<file path="src/rtl/instruction_fetch_unit_pkg.sv">
// Shared constants, fetch-state encoding and helpers for the instruction fetch unit.
package instruction_fetch_unit_pkg;

    localparam int unsigned WORD_SIZE = 19;
    localparam int unsigned ADDR_W    = WORD_SIZE - 5;
    localparam logic [ADDR_W-1:0] RESET_PC = '0;

    typedef enum logic [2:0] {
        StIdle,
        StReq,
        StWait,
        StFull,
        StHalted
    } fetch_state_e;

    function automatic logic [15:0] sat_inc16(input logic [15:0] v);
        return (v == 16'hFFFF) ? v : v + 16'd1;
    endfunction

endpackage

</file>
<file path="src/rtl/instruction_fetch_unit_if.sv">
// Memory read port and IR handshake bundle of the instruction fetch unit.
interface instruction_fetch_unit_if;
    import instruction_fetch_unit_pkg::*;

    logic                 mem_req;
    logic [ADDR_W-1:0]    mem_addr;
    logic                 mem_gnt;
    logic                 mem_rvalid;
    logic [WORD_SIZE-1:0] mem_rdata;
    logic                 instr_valid;
    logic                 instr_ready;
    logic [WORD_SIZE-1:0] instr;
    logic [ADDR_W-1:0]    instr_pc;

    modport master (
        output mem_req, mem_addr, instr_valid, instr, instr_pc,
        input  mem_gnt, mem_rvalid, mem_rdata, instr_ready
    );

    modport slave (
        input  mem_req, mem_addr, instr_valid, instr, instr_pc,
        output mem_gnt, mem_rvalid, mem_rdata, instr_ready
    );

endinterface

</file>
<file path="src/rtl/instruction_fetch_unit_fetch_buffer_reg.sv">
// One-entry holding register for the fetched word and its address, presented to the IR.
module instruction_fetch_unit_fetch_buffer_reg
    import instruction_fetch_unit_pkg::*;
(
    input  logic                 clk_i,
    input  logic                 rst_ni,
    input  logic                 load_i,
    input  logic                 flush_i,
    input  logic                 take_i,
    input  logic [WORD_SIZE-1:0] data_i,
    input  logic [ADDR_W-1:0]    pc_i,
    output logic                 valid_o,
    output logic [WORD_SIZE-1:0] instr_o,
    output logic [ADDR_W-1:0]    instr_pc_o
);

    logic                 valid_q, valid_d;
    logic [WORD_SIZE-1:0] instr_q, instr_d;
    logic [ADDR_W-1:0]    instr_pc_q, instr_pc_d;

    always_comb begin
        valid_d    = valid_q;
        instr_d    = instr_q;
        instr_pc_d = instr_pc_q;
        if (flush_i || take_i) begin
            valid_d = 1'b0;
        end else if (load_i) begin
            valid_d    = 1'b1;
            instr_d    = data_i;
            instr_pc_d = pc_i;
        end
    end

    always_ff @(posedge clk_i or negedge rst_ni) begin
        if (!rst_ni) begin
            valid_q    <= 1'b0;
            instr_q    <= '0;
            instr_pc_q <= '0;
        end else begin
            valid_q    <= valid_d;
            instr_q    <= instr_d;
            instr_pc_q <= instr_pc_d;
        end
    end

    assign valid_o    = valid_q;
    assign instr_o    = instr_q;
    assign instr_pc_o = instr_pc_q;

endmodule

</file>
<file path="src/rtl/instruction_fetch_unit.sv">
// Instruction fetch unit: PC owner, single-outstanding memory reads, one-word IR buffer.
// Optional fetch/flush statistics counters are enabled with FETCH_STAT_EN.
module instruction_fetch_unit
    import instruction_fetch_unit_pkg::*;
(
    input  logic              CLK,
    input  logic              RST_N,
    input  logic              start,
    input  logic              halt,
    input  logic              jump_valid,
    input  logic [ADDR_W-1:0] jump_addr,
    output logic [ADDR_W-1:0] pc,
    output logic              busy,
`ifdef FETCH_STAT_EN
    output logic [15:0]       stat_fetch_cnt,
    output logic [15:0]       stat_flush_cnt,
`endif
    instruction_fetch_unit_if.master bus
);

    fetch_state_e      state_q, state_d;
    logic [ADDR_W-1:0] pc_q, pc_d;
    logic              discard_q, discard_d;
    logic              buf_load, buf_flush, handshake;
    logic [ADDR_W-1:0] load_pc;

    // pc has already advanced past the granted address by the time data returns
    assign load_pc = pc_q - ADDR_W'(1);

    always_comb begin
        state_d      = state_q;
        pc_d         = pc_q;
        discard_d    = discard_q;
        buf_load     = 1'b0;
        buf_flush    = 1'b0;
        handshake    = 1'b0;
        bus.mem_req  = 1'b0;
        bus.mem_addr = '0;
        unique case (state_q)
            StIdle, StHalted: begin
                if (jump_valid) begin
                    pc_d = jump_addr;
                end else if (start) begin
                    state_d = StReq;
                end
            end
            StReq: begin
                bus.mem_req  = 1'b1;
                bus.mem_addr = pc_q;
                if (jump_valid) begin
                    pc_d = jump_addr;
                    if (bus.mem_gnt) begin
                        state_d   = StWait;
                        discard_d = 1'b1;
                    end
                end else if (bus.mem_gnt) begin
                    state_d = StWait;
                    pc_d    = pc_q + ADDR_W'(1);
                end else if (halt) begin
                    state_d = StHalted;
                end
            end
            StWait: begin
                if (jump_valid) begin
                    pc_d      = jump_addr;
                    discard_d = 1'b1;
                end
                if (bus.mem_rvalid) begin
                    if (discard_q || jump_valid) begin
                        discard_d = 1'b0;
                        state_d   = StReq;
                    end else begin
                        buf_load = 1'b1;
                        state_d  = StFull;
                    end
                end
            end
            StFull: begin
                if (jump_valid) begin
                    buf_flush = 1'b1;
                    pc_d      = jump_addr;
                    state_d   = StReq;
                end else if (bus.instr_ready) begin
                    handshake = 1'b1;
                    state_d   = halt ? StHalted : StReq;
                end
            end
            default: state_d = StIdle;
        endcase
    end

    always_ff @(posedge CLK or negedge RST_N) begin
        if (!RST_N) begin
            state_q   <= StIdle;
            pc_q      <= RESET_PC;
            discard_q <= 1'b0;
        end else begin
            state_q   <= state_d;
            pc_q      <= pc_d;
            discard_q <= discard_d;
        end
    end

    instruction_fetch_unit_fetch_buffer_reg u_fetch_buffer_reg (
        .clk_i      (CLK),
        .rst_ni     (RST_N),
        .load_i     (buf_load),
        .flush_i    (buf_flush),
        .take_i     (handshake),
        .data_i     (bus.mem_rdata),
        .pc_i       (load_pc),
        .valid_o    (bus.instr_valid),
        .instr_o    (bus.instr),
        .instr_pc_o (bus.instr_pc)
    );

    assign pc   = pc_q;
    assign busy = (state_q != StIdle) && (state_q != StHalted);

`ifdef FETCH_STAT_EN
    logic [15:0] fetch_cnt_q, fetch_cnt_d;
    logic [15:0] flush_cnt_q, flush_cnt_d;
    logic        drop_rsp;

    assign drop_rsp = (state_q == StWait) && bus.mem_rvalid && (discard_q || jump_valid);

    always_comb begin
        fetch_cnt_d = fetch_cnt_q;
        flush_cnt_d = flush_cnt_q;
        if (handshake) fetch_cnt_d = sat_inc16(fetch_cnt_q);
        if (drop_rsp || buf_flush) flush_cnt_d = sat_inc16(flush_cnt_q);
    end

    always_ff @(posedge CLK or negedge RST_N) begin
        if (!RST_N) begin
            fetch_cnt_q <= '0;
            flush_cnt_q <= '0;
        end else begin
            fetch_cnt_q <= fetch_cnt_d;
            flush_cnt_q <= flush_cnt_d;
        end
    end

    assign stat_fetch_cnt = fetch_cnt_q;
    assign stat_flush_cnt = flush_cnt_q;
`endif

endmodule

</file>
<file path="src/flat_wrapper.sv">
// flat-port wrapper written by rule: the top's interface ports become plain ports
module instruction_fetch_unit_flat import instruction_fetch_unit_pkg::*;
  (CLK, RST_N, start, halt, jump_valid, jump_addr, pc, busy, bus_mem_req, bus_mem_addr, bus_instr_valid, bus_instr, bus_instr_pc, bus_mem_gnt, bus_mem_rvalid, bus_mem_rdata, bus_instr_ready);
  instruction_fetch_unit_if bus_i ();
  input  logic CLK;
  input  logic RST_N;
  input  logic start;
  input  logic halt;
  input  logic jump_valid;
  input  logic [ADDR_W-1:0] jump_addr;
  output logic [ADDR_W-1:0] pc;
  output logic busy;
  output wire logic [$bits(bus_i.mem_req)-1:0] bus_mem_req;
  output wire logic [$bits(bus_i.mem_addr)-1:0] bus_mem_addr;
  output wire logic [$bits(bus_i.instr_valid)-1:0] bus_instr_valid;
  output wire logic [$bits(bus_i.instr)-1:0] bus_instr;
  output wire logic [$bits(bus_i.instr_pc)-1:0] bus_instr_pc;
  input wire logic [$bits(bus_i.mem_gnt)-1:0] bus_mem_gnt;
  input wire logic [$bits(bus_i.mem_rvalid)-1:0] bus_mem_rvalid;
  input wire logic [$bits(bus_i.mem_rdata)-1:0] bus_mem_rdata;
  input wire logic [$bits(bus_i.instr_ready)-1:0] bus_instr_ready;
  assign bus_mem_req = bus_i.mem_req;
  assign bus_mem_addr = bus_i.mem_addr;
  assign bus_instr_valid = bus_i.instr_valid;
  assign bus_instr = bus_i.instr;
  assign bus_instr_pc = bus_i.instr_pc;
  assign bus_i.mem_gnt = bus_mem_gnt;
  assign bus_i.mem_rvalid = bus_mem_rvalid;
  assign bus_i.mem_rdata = bus_mem_rdata;
  assign bus_i.instr_ready = bus_instr_ready;
  instruction_fetch_unit u_core (.CLK(CLK), .RST_N(RST_N), .start(start), .halt(halt), .jump_valid(jump_valid), .jump_addr(jump_addr), .pc(pc), .busy(busy), .bus(bus_i));
endmodule
</file>
<file path="config.mk">
export PLATFORM = sky130hd
export DESIGN_NAME = instruction_fetch_unit_flat
export DESIGN_NICKNAME = d
export VERILOG_FILES = /design/src/rtl/instruction_fetch_unit_pkg.sv /design/src/rtl/instruction_fetch_unit_if.sv /design/src/rtl/instruction_fetch_unit_fetch_buffer_reg.sv /design/src/rtl/instruction_fetch_unit.sv /design/src/flat_wrapper.sv
export SDC_FILE = /design/constraint.sdc
export NUM_CORES = 1
export LEC_CHECK = 0
export CAP_MARGIN = 15
export CORE_UTILIZATION = 33
export CTS_CLUSTER_DIAMETER = 150
export CTS_CLUSTER_SIZE = 20
export DETAILED_ROUTE_END_ITERATION = 7
export GPL_TIMING_DRIVEN = 0
export PLACE_DENSITY = 0.58
export SYNTH_ARGS = -nofsm -noshare
export SYNTH_HDL_FRONTEND = slang
export SYNTH_SLANG_ARGS = --single-unit
</file>
<file path="constraint.sdc">
create_clock -name CLK -period 2 [get_ports CLK]
set_input_delay 0.4 -clock CLK [delete_from_list [all_inputs] [get_ports CLK]]
set_output_delay 0.4 -clock CLK [all_outputs]
set_load 0.02 [all_outputs]
</file>
Yosys cells after proc, flatten, opt, wreduce, memory -nomap -nowiden
Index checks and enable logic that the tools add are counted.
- input port bits: 41
- logic and storage cells: 72
- register bits: 52
- reduce and logical (&&, ||, !) cells: 14
- add/subtract/negate cells: 2
- equality and inequality tests: 15
- muxes and demuxes: 34
- bitwise operators: 1
- operators by type and width (kind ; number):
    14-bit two-way mux ; 4
    3-bit two-way mux ; 10
    14-bit case mux with 2 select lines ; 1
    1-bit two-way mux ; 16
    3-bit inequality test (second input constant) ; 5
    14-bit by 1-bit adder with 14-bit output (second input constant) ; 1
    14-bit by 1-bit subtractor with 14-bit output (second input constant) ; 1
    3-bit case mux with 4 select lines ; 1
    2-bit inequality test (second input constant) ; 5
    3-bit by 2-bit == test with 1-bit output (second input constant) ; 2
    3-bit AND reduction ; 2
    6-bit AND reduction ; 1
    2-bit nonzero test ; 3
    4-bit OR reduction ; 1
    3-bit by 1-bit == test with 1-bit output (second input constant) ; 1
    3-bit == test (second input constant) ; 1
    3-bit logical NOT ; 1
    3-bit nonzero test ; 1
    1-bit logical OR ; 2
    2-bit two-way mux ; 1
    2-bit by 1-bit inequality test with 1-bit output (second input constant) ; 1
    1-bit case mux with 2 select lines ; 1
    2-bit AND reduction ; 1
    2-bit OR reduction ; 1
    2 further kinds ; 2

Depth between registers and ports, before layout
Gate-level depths: netlist (run 1).
- depth after elaboration: 6
- gate-level depth with buffers: 7

Cells and area by module
A second synthesis (run 1) with hierarchy kept.
- cells, all modules: 277
- area total of the unflattened synthesis: 2959.1 um2
- modules (own cells, without submodules) (module ; area an instance (um2) ; instances ; sequential area each (um2) ; cells each):
    instruction_fetch_unit ; 1675.4 ; 1 ; 450.4 ; 204
    instruction_fetch_unit_fetch_buffer_reg ; 1283.7 ; 1 ; 850.8 ; 73

Worst setup path before layout (run 1)
No wires, ideal clock.
- kind: register -> output
- start: reg u_core.state_q[1]
- end: out bus_mem_addr[10]
- setup slack: -41 ps
- cell stages (with the launch flop): 5
- arrival: 1641 ps
- path buffers: 2
- cells stage by stage: dfrtp_1 -> buf_2 -> nor3b_1 -> clkbuf_1 -> and2_1
- longest elaborated chain between the ends: 2
- RTL lines (item ; line ; RTL):
    start: declaration ; instruction_fetch_unit.sv:21 ; fetch_state_e state_q, state_d;
    start signal: assignment ; instruction_fetch_unit.sv:94 ; state_q <= StIdle;
    start signal: assignment ; instruction_fetch_unit.sv:98 ; state_q <= state_d;
    3-bit by 1-bit == test with 1-bit output ; instruction_fetch_unit.sv:39 ; unique case (state_q)
    14-bit two-way mux ; instruction_fetch_unit.sv:39 ;
    end: declaration ; flat_wrapper.sv:14 ; output wire logic [$bits(bus_i.mem_addr)-1:0] bus_mem_addr;
Every way passes these cells.

Worst setup path in the final report (run 1)
- start: reg u_core.state_q[1]
- end: out bus_mem_addr[7]
The elaborated chain is that of the path after synthesis.

==> results_dict.tcl, run 1 <==
set metrics [dict create \
    grt_pass1_vias 2685 \
    detail-route-antenna-nets 0 \
    cts_hold_buffers 0 \
    endpoint_kind "output port" \
    syn_avg_cell_area_um2 8.585 \
    status "complete, no violations" \
    yosysTopAreaCellShare_pct 45.65 \
    via_per_inst 5.135 \
    path_common_cell "buf_6" \
    synth_compound_area_share_pct 16.68 \
    rr_worst_depth 5 \
    synth-seq-cells 52 \
    synthFlopType "dfrtp_1" \
    grt.overflow.total 0 \
    nFillCells 805 \
    numClockSinks 52 \
    fin_skew_ns 0.01064 \
    crit_arrival_ns 1.58 \
    syn-cell-area_mm2 0.002850 \
    max_slew_margin_pct 63.16 \
    track_usage_pct 19.25 \
    gr-usage-met1_pct 26.07 \
    worstReg2RegEnd "u_core.u_fetch_buffer_reg.instr_pc_o[13]" \
    p_comb_share_pct 62.2 \
    drc 0 \
    drv_slew 0 \
    areaGrowthSynthToFinish_pct 48.24 \
    worst_setup_path_start_kind "flip-flop" \
    ctsHtreeMaxLevel 2 \
    die_y_um 94.94 \
    synth-simple-area-share_pct 26.25 \
    insertion_delay_ns 0.31 \
    worst-path-buf-inv 4 \
    dieArea_mm2 0.009013 \
    setup_ws_ns 0.01621 \
    r2r_setup_slack_ns 0.09 \
    critPathKind "reg2out" \
    wl_mm 8.481 \
    finalNetCount 491 \
    yosys.area_share.xor_xnor_pct 3.073 \
    p_sw_share_pct 45.20 \
    finalSetupViolCount 0 \
    cts-buffers-inserted 5 \
    ios 105 \
    grt_pass1_wl_mm 13.45 \
    antenna_cells 0 \
    min_period_ns 1.984 \
    p_seq_share_pct 28.5 \
    internal-power_mw 3.676 \
    ys_types 51 \
    finalInstanceArea_mm2 0.004225 \
    antenna_found_initial 0 \
    async_flop_share_pct 100.0 \
    r2r-start "u_core.pc[6]" \
    fmax_mhz 504.1 \
    power.share.clock_pct 9.3 \
    gr-usage-met2_pct 31.77 \
    final_cell_mix "clkdlybuf4s50_1, nand2_1, dfrtp_1" \
    grt_max_degree 37 \
    switching_power_mw 3.032 \
    synth_edf_count 0 \
    dpl_worst_slack_ns -0.9029 \
    yosys_warnings 0 \
    vias 2845 \
    peakVddDrop_mv 0.7890 \
    port_buffers 104 \
    gp_congestion 0.8967 \
    die_w_um 94.94 \
    cts_tree "yes" \
    crit_family "buffers and inverters" \
    period_share_pct 99.19 \
    synthMuxAreaShare_pct 1.493 \
    synth_area_leaders "dfrtp_1, nand2_1, and2_1" \
    clock_path_buffers 2 \
    fp-row-count 33 \
    drtIter0Drc 187 \
    yosysTopAreaCell "dfrtp_1" \
    netlist_instances 332 \
    p_leak_nw 1.895 \
    mostFrequentLayoutCell "clkdlybuf4s50_1" \
    slowest_delay_ns 0.41 \
    maxCapViolations 0 \
    post_dp_cell_area_mm2 0.004039 \
    min_path_type "in2async" \
    setup_tns_ns 0 \
    grt-busiest-layer "met2" \
    ys_seq_area_share_pct 45.65 \
    root_buffer "clkbuf_8" \
    synth_fp_nets 375 \
    synth_top_family_by_area "simple AND/OR/NAND/NOR gates" \
    grt_use_met3_pct 3.140 \
    cp.required_ns 1.60 \
    max_slew.worst_pin.slew_ns 0.5481 \
    core-area_mm2 0.008299 \
    wl_per_cell_um 15.31 \
    critPathSlowestCell "dfrtp_1" \
    crit_fanout 10 \
    drtPass1Iterations 5 \
    path_cells "buf_6 -> nor3b_4 -> buf_6 -> clkbuf_8 -> and2_1 -> buf_4" \
    initial_core_util_pct 34.34 \
    clkTransAtPathRegs_ns 0.10 \
    dp_hpwl_mm 6.211 \
    hold_viol 0 \
    powerDensity_mw_per_mm2 1588 \
    synthAdderAreaFrac_pct 0.8780 \
    layout-drive-gt1-share_pct 16.26 \
]
timing repair:
item	4_1_cts	5_1_grt
cloned	1	0
endpoints found under the setup margin	50	59
gates resized for setup	80	31
pin swaps	1	0
setup buffers	3	2
layout make-up:
type                            count  area (µm²)  area share [%]
Multi-Input combinational cell    240        1420           33.61
Clock inverter                      2       16.27          0.3850
Timing Repair Buffer              111        1084           25.64
Sequential cell                    52        1305           30.89
Inverter                           17       63.81           1.510
Buffer                             21       132.6           3.139
Tap cell                          105       131.4           3.109
Clock buffer                        6       72.57           1.718
through the flow:
stage / std cells / power, mW / hold slack (ns) / util [%]
detailed placement: 542 / 5.916 / 0.3512 / 48.67
finish: 554 / 6.708 / 0.001959 / 50.91
floorplan: 332 / 4.123 / 0.1044 / -
CTS: 553 / 6.551 / 0.01266 / 49.84
global route: 554 / 7.158 / 0.02240 / 50.91
global placement: 541 / 5.884 / 0.4569 / 48.48
layer usage:
layer	vias to the layer above	part of all wire (%)
met5	-	0
met4	0	0.93
met3	9	7.7
met2	137	47
met1	1310	45
li1	1389	-
worst register-to-register path: stages (launching register included):
cell and delay (ns):
dfrtp_1 0.40, buf_6 0.14, or4_4 0.53, or3_1 0.35, o311ai_2 0.26, nand3_1 0.09
power by group through the flow:
| stage | combinational [mW] | sequential (mW) | clock, mW |
|---|---|---|---|
| finish | 4.18 | 1.91 | 0.622 |
| global route | 4.50 | 1.98 | 0.675 |
| CTS | 4.03 | 1.88 | 0.640 |
| detailed placement | 4.04 | 1.88 | 0 |
| global placement | 4.02 | 1.86 | 0 |
| floorplan | 1.82 | 2.31 | 0 |
worst max path at each step:
stage                            from                to  slack, ns  depth (start not counted)
detailed placement  u_core.state_q[1]   bus_mem_addr[5]      -0.90                          5
floorplan           u_core.state_q[1]  bus_mem_addr[10]       0.07                          4
CTS                 u_core.state_q[1]   bus_mem_addr[4]     0.0006                          6
global route        u_core.state_q[1]   bus_mem_addr[7]      -0.04                          6
finish              u_core.state_q[1]   bus_mem_addr[7]       0.02                          6
global placement                RST_N     u_core.pc[11]      -1.18                          1
logic make-up after synthesis:
logic type / count (synthesis)
AO/OA/AOI/OAI: 67
XOR/XNOR: 10
adder cells (fa/ha/maj): 2
buffers and inverters: 40
flip-flops: 52
multiplexers: 4
AND/OR/NAND/NOR: 157
registers in the layout, indices dropped and copies added, names as in the netlist:
register	cells
u_core.discard_q	1
u_core.state_q	3
u_core.u_fetch_buffer_reg.instr_o	19
u_core.pc	14
u_core.u_fetch_buffer_reg.instr_pc_o	14
u_core.u_fetch_buffer_reg.valid_o	1
Yosys cell counts, types with 2 or more instances:
| cell type | number |
|---|---|
| a21oi_1 | 2 |
| a2bb2oi_1 | 6 |
| mux2_2 | 2 |
| or2_2 | 4 |
| or4_1 | 2 |
| o21ai_0 | 11 |
| a31oi_1 | 2 |
| a22oi_1 | 9 |
| clkbuf_1 | 12 |
| o22a_1 | 3 |
| nand4_1 | 5 |
| nand3b_1 | 2 |
| inv_1 | 17 |
| a21o_1 | 2 |
| xnor2_1 | 9 |
| nor3_1 | 9 |
| and2_1 | 14 |
| dfrtp_1 | 52 |
| o32ai_1 | 5 |
| o21ai_1 | 5 |
| nor2_1 | 16 |
| o22ai_1 | 12 |
| nand3_1 | 8 |
| buf_2 | 10 |
| mux2i_1 | 2 |
| nor4_1 | 5 |
| ha_1 | 2 |
| nand2_1 | 81 |
Power figures use the tool's default switching activity.
==> run 2, diff against run 1 <==
- CTS_CLUSTER_DIAMETER: 150 -> 30
==> results of run 2 <==
The final DEF is identical to that of run 1; final timing and power are the same.
